$ cat src/rtl/vball_rom_server_if.sv
// Purpose: single 16-bit external memory request/acknowledge port that the
//          ROM server uses to reach the SDRAM controller.
// Signals:
//   req   server -> controller  request, held high until ack
//   addr  server -> controller  word-aligned byte address, stable while req
//   ack   controller -> server  1-cycle pulse, data valid in that cycle
//   data  controller -> server  16-bit word (byte 0 in [7:0], byte 1 in [15:8])
interface vball_rom_server_if;
  logic        req;
  logic [24:0] addr;
  logic        ack;
  logic [15:0] data;

  modport master (output req, output addr, input ack, input data);
  modport slave  (input req, input addr, output ack, output data);
endinterface

$ cat src/rtl/vball_rom_server.sv
// Purpose: serves BG graphics and PCM ROM byte fetches from the vball core
//          over one shared 16-bit memory port.
//          - Each client keeps one cached 16-bit word.
//          - Byte-sequential fetches hit the cache without a memory access.
// Ports:
//   clk_sys, reset_n         clock, synchronous active-low reset
//   flush                    level, invalidates both caches while high
//   bg_read / bg_addr        BG request strobe and 19-bit byte address
//   bg_data                  BG byte, held until the next BG delivery
//   pcm_rom_read / _addr     PCM request strobe and 18-bit byte address
//   pcm_rom_data / _data_rdy PCM byte and its 1-cycle valid pulse
//   mem                      memory port (master side)
module vball_rom_server #(
  parameter logic [24:0] BG_BASE  = 25'h0_00000,
  parameter logic [24:0] PCM_BASE = 25'h1_00000
) (
  input  logic                       clk_sys,
  input  logic                       reset_n,
  input  logic                       flush,
  input  logic                       bg_read,
  input  logic [18:0]                bg_addr,
  output logic [7:0]                 bg_data,
  input  logic                       pcm_rom_read,
  input  logic [17:0]                pcm_rom_addr,
  output logic [7:0]                 pcm_rom_data,
  output logic                       pcm_rom_data_rdy,
  vball_rom_server_if.master         mem
);

  typedef enum logic [1:0] {S_IDLE, S_REQ, S_DONE} state_t;

  state_t      state_q, state_d;
  logic        owner_pcm_q, owner_pcm_d;   // client that owns the in-flight fetch
  logic        sel_hi_q, sel_hi_d;         // byte select of the in-flight fetch
  logic [17:0] fl_tag_q, fl_tag_d;         // word address of the in-flight fetch
  logic        mem_req_q, mem_req_d;
  logic [24:0] mem_addr_q, mem_addr_d;

  logic        bg_pend_q, bg_pend_d;
  logic [18:0] bg_addr_q, bg_addr_d;
  logic        bg_valid_q, bg_valid_d;
  logic [17:0] bg_tag_q, bg_tag_d;
  logic [15:0] bg_word_q, bg_word_d;
  logic [7:0]  bg_data_q, bg_data_d;

  logic        pcm_pend_q, pcm_pend_d;
  logic [17:0] pcm_addr_q, pcm_addr_d;
  logic        pcm_valid_q, pcm_valid_d;
  logic [16:0] pcm_tag_q, pcm_tag_d;
  logic [15:0] pcm_word_q, pcm_word_d;
  logic [7:0]  pcm_data_q, pcm_data_d;
  logic        pcm_rdy_q, pcm_rdy_d;

  logic        bg_hit, pcm_hit, bg_served, pcm_served;
  logic [7:0]  ack_byte;

  // A hit is never allowed while flush is high, even in the first flush
  // cycle before the valid bits have been cleared.
  assign bg_hit   = bg_valid_q  && !flush && (bg_tag_q  == bg_addr_q[18:1]);
  assign pcm_hit  = pcm_valid_q && !flush && (pcm_tag_q == pcm_addr_q[17:1]);
  assign ack_byte = sel_hi_q ? mem.data[15:8] : mem.data[7:0];

  always_comb begin
    state_d     = state_q;
    owner_pcm_d = owner_pcm_q;
    sel_hi_d    = sel_hi_q;
    fl_tag_d    = fl_tag_q;
    mem_req_d   = mem_req_q;
    mem_addr_d  = mem_addr_q;
    bg_valid_d  = bg_valid_q;
    bg_tag_d    = bg_tag_q;
    bg_word_d   = bg_word_q;
    bg_data_d   = bg_data_q;
    pcm_valid_d = pcm_valid_q;
    pcm_tag_d   = pcm_tag_q;
    pcm_word_d  = pcm_word_q;
    pcm_data_d  = pcm_data_q;
    pcm_rdy_d   = 1'b0;
    bg_served   = 1'b0;
    pcm_served  = 1'b0;

    case (state_q)
      S_IDLE: begin
        if (bg_pend_q) begin
          bg_served = 1'b1;
          if (bg_hit) begin
            bg_data_d = bg_addr_q[0] ? bg_word_q[15:8] : bg_word_q[7:0];
          end else begin
            mem_req_d   = 1'b1;
            mem_addr_d  = BG_BASE + {6'b0, bg_addr_q[18:1], 1'b0};
            owner_pcm_d = 1'b0;
            sel_hi_d    = bg_addr_q[0];
            fl_tag_d    = bg_addr_q[18:1];
            state_d     = S_REQ;
          end
        end else if (pcm_pend_q) begin
          pcm_served = 1'b1;
          if (pcm_hit) begin
            pcm_data_d = pcm_addr_q[0] ? pcm_word_q[15:8] : pcm_word_q[7:0];
            pcm_rdy_d  = 1'b1;
          end else begin
            mem_req_d   = 1'b1;
            mem_addr_d  = PCM_BASE + {7'b0, pcm_addr_q[17:1], 1'b0};
            owner_pcm_d = 1'b1;
            sel_hi_d    = pcm_addr_q[0];
            fl_tag_d    = {1'b0, pcm_addr_q[17:1]};
            state_d     = S_REQ;
          end
        end
      end
      S_REQ: begin
        if (mem.ack) begin
          mem_req_d = 1'b0;
          state_d   = S_DONE;
          if (owner_pcm_q) begin
            pcm_data_d = ack_byte;
            pcm_rdy_d  = 1'b1;
            if (!flush) begin
              pcm_valid_d = 1'b1;
              pcm_tag_d   = fl_tag_q[16:0];
              pcm_word_d  = mem.data;
            end
          end else begin
            bg_data_d = ack_byte;
            if (!flush) begin
              bg_valid_d = 1'b1;
              bg_tag_d   = fl_tag_q;
              bg_word_d  = mem.data;
            end
          end
        end
      end
      default: state_d = S_IDLE;
    endcase

    if (flush) begin
      bg_valid_d  = 1'b0;
      pcm_valid_d = 1'b0;
    end

    // Pending is consumed when a request is served or issued; the in-flight
    // address lives in sel_hi/fl_tag, so a strobe during a fetch simply
    // queues the newest address behind it.
    bg_pend_d  = (bg_pend_q && !bg_served) || bg_read;
    bg_addr_d  = bg_read ? bg_addr : bg_addr_q;
    pcm_pend_d = (pcm_pend_q && !pcm_served) || pcm_rom_read;
    pcm_addr_d = pcm_rom_read ? pcm_rom_addr : pcm_addr_q;
  end

  always_ff @(posedge clk_sys) begin
    if (!reset_n) begin
      state_q     <= S_IDLE;
      owner_pcm_q <= 1'b0;
      sel_hi_q    <= 1'b0;
      fl_tag_q    <= '0;
      mem_req_q   <= 1'b0;
      mem_addr_q  <= '0;
      bg_pend_q   <= 1'b0;
      bg_addr_q   <= '0;
      bg_valid_q  <= 1'b0;
      bg_tag_q    <= '0;
      bg_word_q   <= '0;
      bg_data_q   <= '0;
      pcm_pend_q  <= 1'b0;
      pcm_addr_q  <= '0;
      pcm_valid_q <= 1'b0;
      pcm_tag_q   <= '0;
      pcm_word_q  <= '0;
      pcm_data_q  <= '0;
      pcm_rdy_q   <= 1'b0;
    end else begin
      state_q     <= state_d;
      owner_pcm_q <= owner_pcm_d;
      sel_hi_q    <= sel_hi_d;
      fl_tag_q    <= fl_tag_d;
      mem_req_q   <= mem_req_d;
      mem_addr_q  <= mem_addr_d;
      bg_pend_q   <= bg_pend_d;
      bg_addr_q   <= bg_addr_d;
      bg_valid_q  <= bg_valid_d;
      bg_tag_q    <= bg_tag_d;
      bg_word_q   <= bg_word_d;
      bg_data_q   <= bg_data_d;
      pcm_pend_q  <= pcm_pend_d;
      pcm_addr_q  <= pcm_addr_d;
      pcm_valid_q <= pcm_valid_d;
      pcm_tag_q   <= pcm_tag_d;
      pcm_word_q  <= pcm_word_d;
      pcm_data_q  <= pcm_data_d;
      pcm_rdy_q   <= pcm_rdy_d;
    end
  end

  assign mem.req          = mem_req_q;
  assign mem.addr         = mem_addr_q;
  assign bg_data          = bg_data_q;
  assign pcm_rom_data     = pcm_data_q;
  assign pcm_rom_data_rdy = pcm_rdy_q;

endmodule

$ cat src/flat_wrapper.sv
// flat-port wrapper written by rule: the top's interface ports become plain ports
module vball_rom_server_flat 
#(
  parameter logic [24:0] BG_BASE  = 25'h0_00000,
  parameter logic [24:0] PCM_BASE = 25'h1_00000
)
  (clk_sys, reset_n, flush, bg_read, bg_addr, bg_data, pcm_rom_read, pcm_rom_addr, pcm_rom_data, pcm_rom_data_rdy, mem_req, mem_addr, mem_ack, mem_data);
  vball_rom_server_if mem_i ();
  input  logic clk_sys;
  input  logic reset_n;
  input  logic flush;
  input  logic bg_read;
  input  logic [18:0] bg_addr;
  output logic [7:0] bg_data;
  input  logic pcm_rom_read;
  input  logic [17:0] pcm_rom_addr;
  output logic [7:0] pcm_rom_data;
  output logic pcm_rom_data_rdy;
  output wire logic [$bits(mem_i.req)-1:0] mem_req;
  output wire logic [$bits(mem_i.addr)-1:0] mem_addr;
  input wire logic [$bits(mem_i.ack)-1:0] mem_ack;
  input wire logic [$bits(mem_i.data)-1:0] mem_data;
  assign mem_req = mem_i.req;
  assign mem_addr = mem_i.addr;
  assign mem_i.ack = mem_ack;
  assign mem_i.data = mem_data;
  vball_rom_server #(.BG_BASE(BG_BASE), .PCM_BASE(PCM_BASE)) u_core (.clk_sys(clk_sys), .reset_n(reset_n), .flush(flush), .bg_read(bg_read), .bg_addr(bg_addr), .bg_data(bg_data), .pcm_rom_read(pcm_rom_read), .pcm_rom_addr(pcm_rom_addr), .pcm_rom_data(pcm_rom_data), .pcm_rom_data_rdy(pcm_rom_data_rdy), .mem(mem_i));
endmodule
$ cat config.mk
export PLATFORM = sky130hd
export DESIGN_NAME = vball_rom_server_flat
export DESIGN_NICKNAME = d
export VERILOG_FILES = /design/src/rtl/vball_rom_server_if.sv /design/src/rtl/vball_rom_server.sv /design/src/flat_wrapper.sv
export SDC_FILE = /design/constraint.sdc
export NUM_CORES = 1
export LEC_CHECK = 0
export ABC_AREA = 1
export CAP_MARGIN = 20
export CORE_UTILIZATION = 40
export CTS_CLUSTER_SIZE = 8
export DETAILED_ROUTE_END_ITERATION = 16
export MAX_ROUTING_LAYER = met4
export SYNTH_ARGS = -nofsm -noshare
export SYNTH_HDL_FRONTEND = slang
export SYNTH_SLANG_ARGS = --single-unit
$ cat constraint.sdc
create_clock -name clk_sys -period 2.25 [get_ports clk_sys]
set_clock_uncertainty 0.2 [all_clocks]
set_input_delay 0.45 -clock clk_sys [delete_from_list [all_inputs] [get_ports clk_sys]]
set_output_delay 0.45 -clock clk_sys [all_outputs]
set_load 0.01 [all_outputs]
==> results.toml <==
[outcome]
outcome = "finished, final reports clean"

[cts]
tritoncts = "done"
tritoncts_num_sinks = 148
htree_num_levels = 4
clockBufferDepth = 2
cts_root_buffer = "clkbuf_16"
cts_setup_buffers = 0
numCtsBuffers = 17
clock_insertion_delay_worst_skew_ns = 0.42
clock_pin_slew_of_the_registers_on_the_worst_case_setup_and_hold_paths_ns = 0.06

[grt]
grt_antenna_before_repair = 0
grt_pass1_wl_um = 27880
pin_count_of_the_biggest_net_entering_global_routing = 115
track_usage = 0.2256
globalRoute.totalOverflow = 0
grt_pass1_vias = 5394

[worst_setup_path]
critical_path_arrival_ns = 1.42
standard_cell_with_the_maximum_stage_delay_on_the_critical_path = "clkdlybuf4s50_1"
cp_max_fo = 4
critPathMaxStageDelay_ns = 0.57
largest_delay_contributor_family_on_the_critical_path = "buffers and inverters"
path_class = "flop to primary output"
setup.worst_path.start_class = "flop"
crit_path_cell_trace = "clkdlybuf4s50_1"
crit_buf_inv = 1
worst_setup_path_end_kind = "primary output"
timing.critical_path.required_ns = 1.60

[power]
power.density_mw_per_mm2 = 819.3
intPower_w = 0.005047
comb_power_share = 0.138
netSwitchingPower_w = 0.001699
power.leakage_nw = 3.397
clock_power_share = 0.435
vdd.ir_drop.worst_mv = 0.5756
seq_power_share = 0.427
switching_part_of_the_total = 0.2518

[route]
num_vias = 5918
detail_route.iter0.violations = 452
post-route-drc-count = 0
finalWirelength_um = 17110
residual_antenna_violating_net_count_after_detailed_routing = 0
drt-pass1-iter-count = 4
routed_wire_length_per_instance_um = 14.00
routed_via_density = 4.843

[finish]
layout.cells.most_common_list = "198 x nor2_1, 166 x o21ai_0, 148 x dfxtp_1"
final_common_cell = "nor2_1"
area_growth_pct = 28.72
nets = 1059
drive_gt1_frac = 0.09990
antenna_cells_inserted = 0
final_area_mm2 = 0.008233

[timing]
min_period_over_period = 0.9205
relSlewSlack = 0.5952
setup_viol = 0
finalWorstSetupSlack_ns = 0.1790
achievable-frequency_mhz = 482.9
tightest_pin_transition_ns = 0.6065
grt_setup_unrepaired = "false"
final-hold-violation-count = 0
hold_slack_ns = 0.1860
report.final.slew_viol_count = 0
post-route-min-period_ns = 2.071

[floorplan]
io_pins = 102
design.die.area_mm2 = 0.01650
coreArea_mm2 = 0.01543
initial_cell_density_of_the_core = 0.4146
chip_height_um = 128.5
fp.dieW_um = 128.5
row_count = 45

[run]
cap_violations = 0

[synthesis]
synth_seq_area_share = 0.4632
synth_top_cell_by_area = "dfxtp_1"
count_of_yosys_warnings_during_synthesis = 0
synth-seq-cells = 148
number_of_library_cell_types_mapped_by_synthesis = 29
synth.cell_area_mm2 = 0.006396
postSynthAreaPerCell_um2 = 7.029
netlist_top_cells_area = "dfxtp_1 46%, o21ai_0 13%, nor2_1 12%, nand2_1 6.6%, a21oi_1 5.4%"
synth_top_area_share = 0.4632
postSynthCellCount = 910

[place]
placed_area_mm2 = 0.007626
detailedPlacementHpwl_um = 11680
finalWeightedCongestion = 0.8058
post-place-ws_ns = -0.1005
port-buffer-count = 95

[min_path]
holdCritPathClass = "input pin to flop"
-- cell usage after synthesis, drive strengths merged --
master and count:
o21ai 194, nand4 3, a21oi 70, nor3 1
nand2 119, buf 23, inv 73, nand3 12
clkbuf 33, clkinv 1, dfxtp 148, conb 1
xor2 1, xnor2 6, or2 2, nor2 223
-- worst paths after layout --
| kind | from | to | slack, ns | cells past startpoint |
|---|---|---|---|---|
| worst max-delay path | u_core.fl_tag_q[10]$_SDFFE_PN0P_ | mem_addr[11] | 0.18 | 1 |
| worst min-delay path | reset_n | u_core.bg_tag_q[17]$_SDFFE_PN0P_ | 0.19 | 3 |
| worst min register to register | u_core.bg_data[1]$_SDFFE_PN0P_ | u_core.bg_data[1]$_SDFFE_PN0P_ | 0.26 | 2 |
| worst max register to register | u_core.pcm_addr_q[2]$_SDFFE_PN0P_ | u_core.sel_hi_q$_SDFFE_PN0P_ | 0.29 | 14 |
-- layer usage --
layer  track usage  share of wire  vias to the layer above
met3       0.04657          0.045                       16
met1        0.3093           0.50                     2674
met4       0.06574          0.013                        0
met5             -              0                        -
met2        0.3329           0.44                      131
li1              -              -                     3097
-- sequential cells by signal, summed over array words and instances (netlist names) --
signal                   flops
u_core.pcm_rom_data          8
u_core.pcm_tag_q            17
u_core.pcm_addr_q           18
u_core.mem.addr              2
u_core.pcm_pend_q            1
u_core.pcm_valid_q           1
u_core.pcm_word_q           16
u_core.pcm_rom_data_rdy      1
u_core.bg_pend_q             1
u_core.bg_data               8
u_core.bg_valid_q            1
u_core.state_q               2
u_core.bg_word_q            16
u_core.mem.req               1
u_core.bg_addr_q            19
u_core.bg_tag_q             18
u_core.sel_hi_q              1
u_core.fl_tag_q             17
-- timing repair --
action	CTS	global route
resized for setup	0	1
hold buffers	0	0
endpoints found under the setup margin	0	3
-- power groups by stage --
stage | Sequential, W | Combinational (W) | Clock [W]
final | 0.00288 | 0.000929 | 0.00293
after global routing | 0.00290 | 0.00104 | 0.00310
after CTS | 0.00288 | 0.000933 | 0.00299
after detailed placement | 0.00294 | 0.000927 | 0
after global placement | 0.00294 | 0.000922 | 0
after floorplan | 0.00292 | 0.000527 | 0
-- final cells by class --
cell class / count / area, um2
Sequential cell: 148 / 2963
Tap cell: 211 / 264.0
Fill cell: 1543 / 7194
Multi-Input combinational cell: 637 / 2898
Inverter: 74 / 277.8
Clock inverter: 10 / 157.7
Timing Repair Buffer: 122 / 1226
Clock buffer: 20 / 446.7
-- logic make-up after synthesis --
family          count (synthesis)  share of synthesized area
compound gates                264                     0.2089
xor+xnor                        7                   0.009585
buf+inv                       130                    0.08705
flops                         148                     0.4632
other cells                     1                  0.0005863
simple gates                  360                     0.2306
-- stage by stage --
step	total power (W)	utilization	instances	TNS, ns
after global placement	0.003861	0.4943	1192	-1.601
after CTS	0.006801	0.5335	1222	0
after global routing	0.007048	0.5337	1222	0
after detailed placement	0.003866	0.4943	1192	-2.178
final	0.006745	0.5337	1222	0
after floorplan	0.003450	-	915	0
-- worst min-delay path: stages --
cell and delay, ns:
buf_4 0.18, o21ai_0 0.09, a21oi_1 0.04
(Power assumes the default switching activity.)
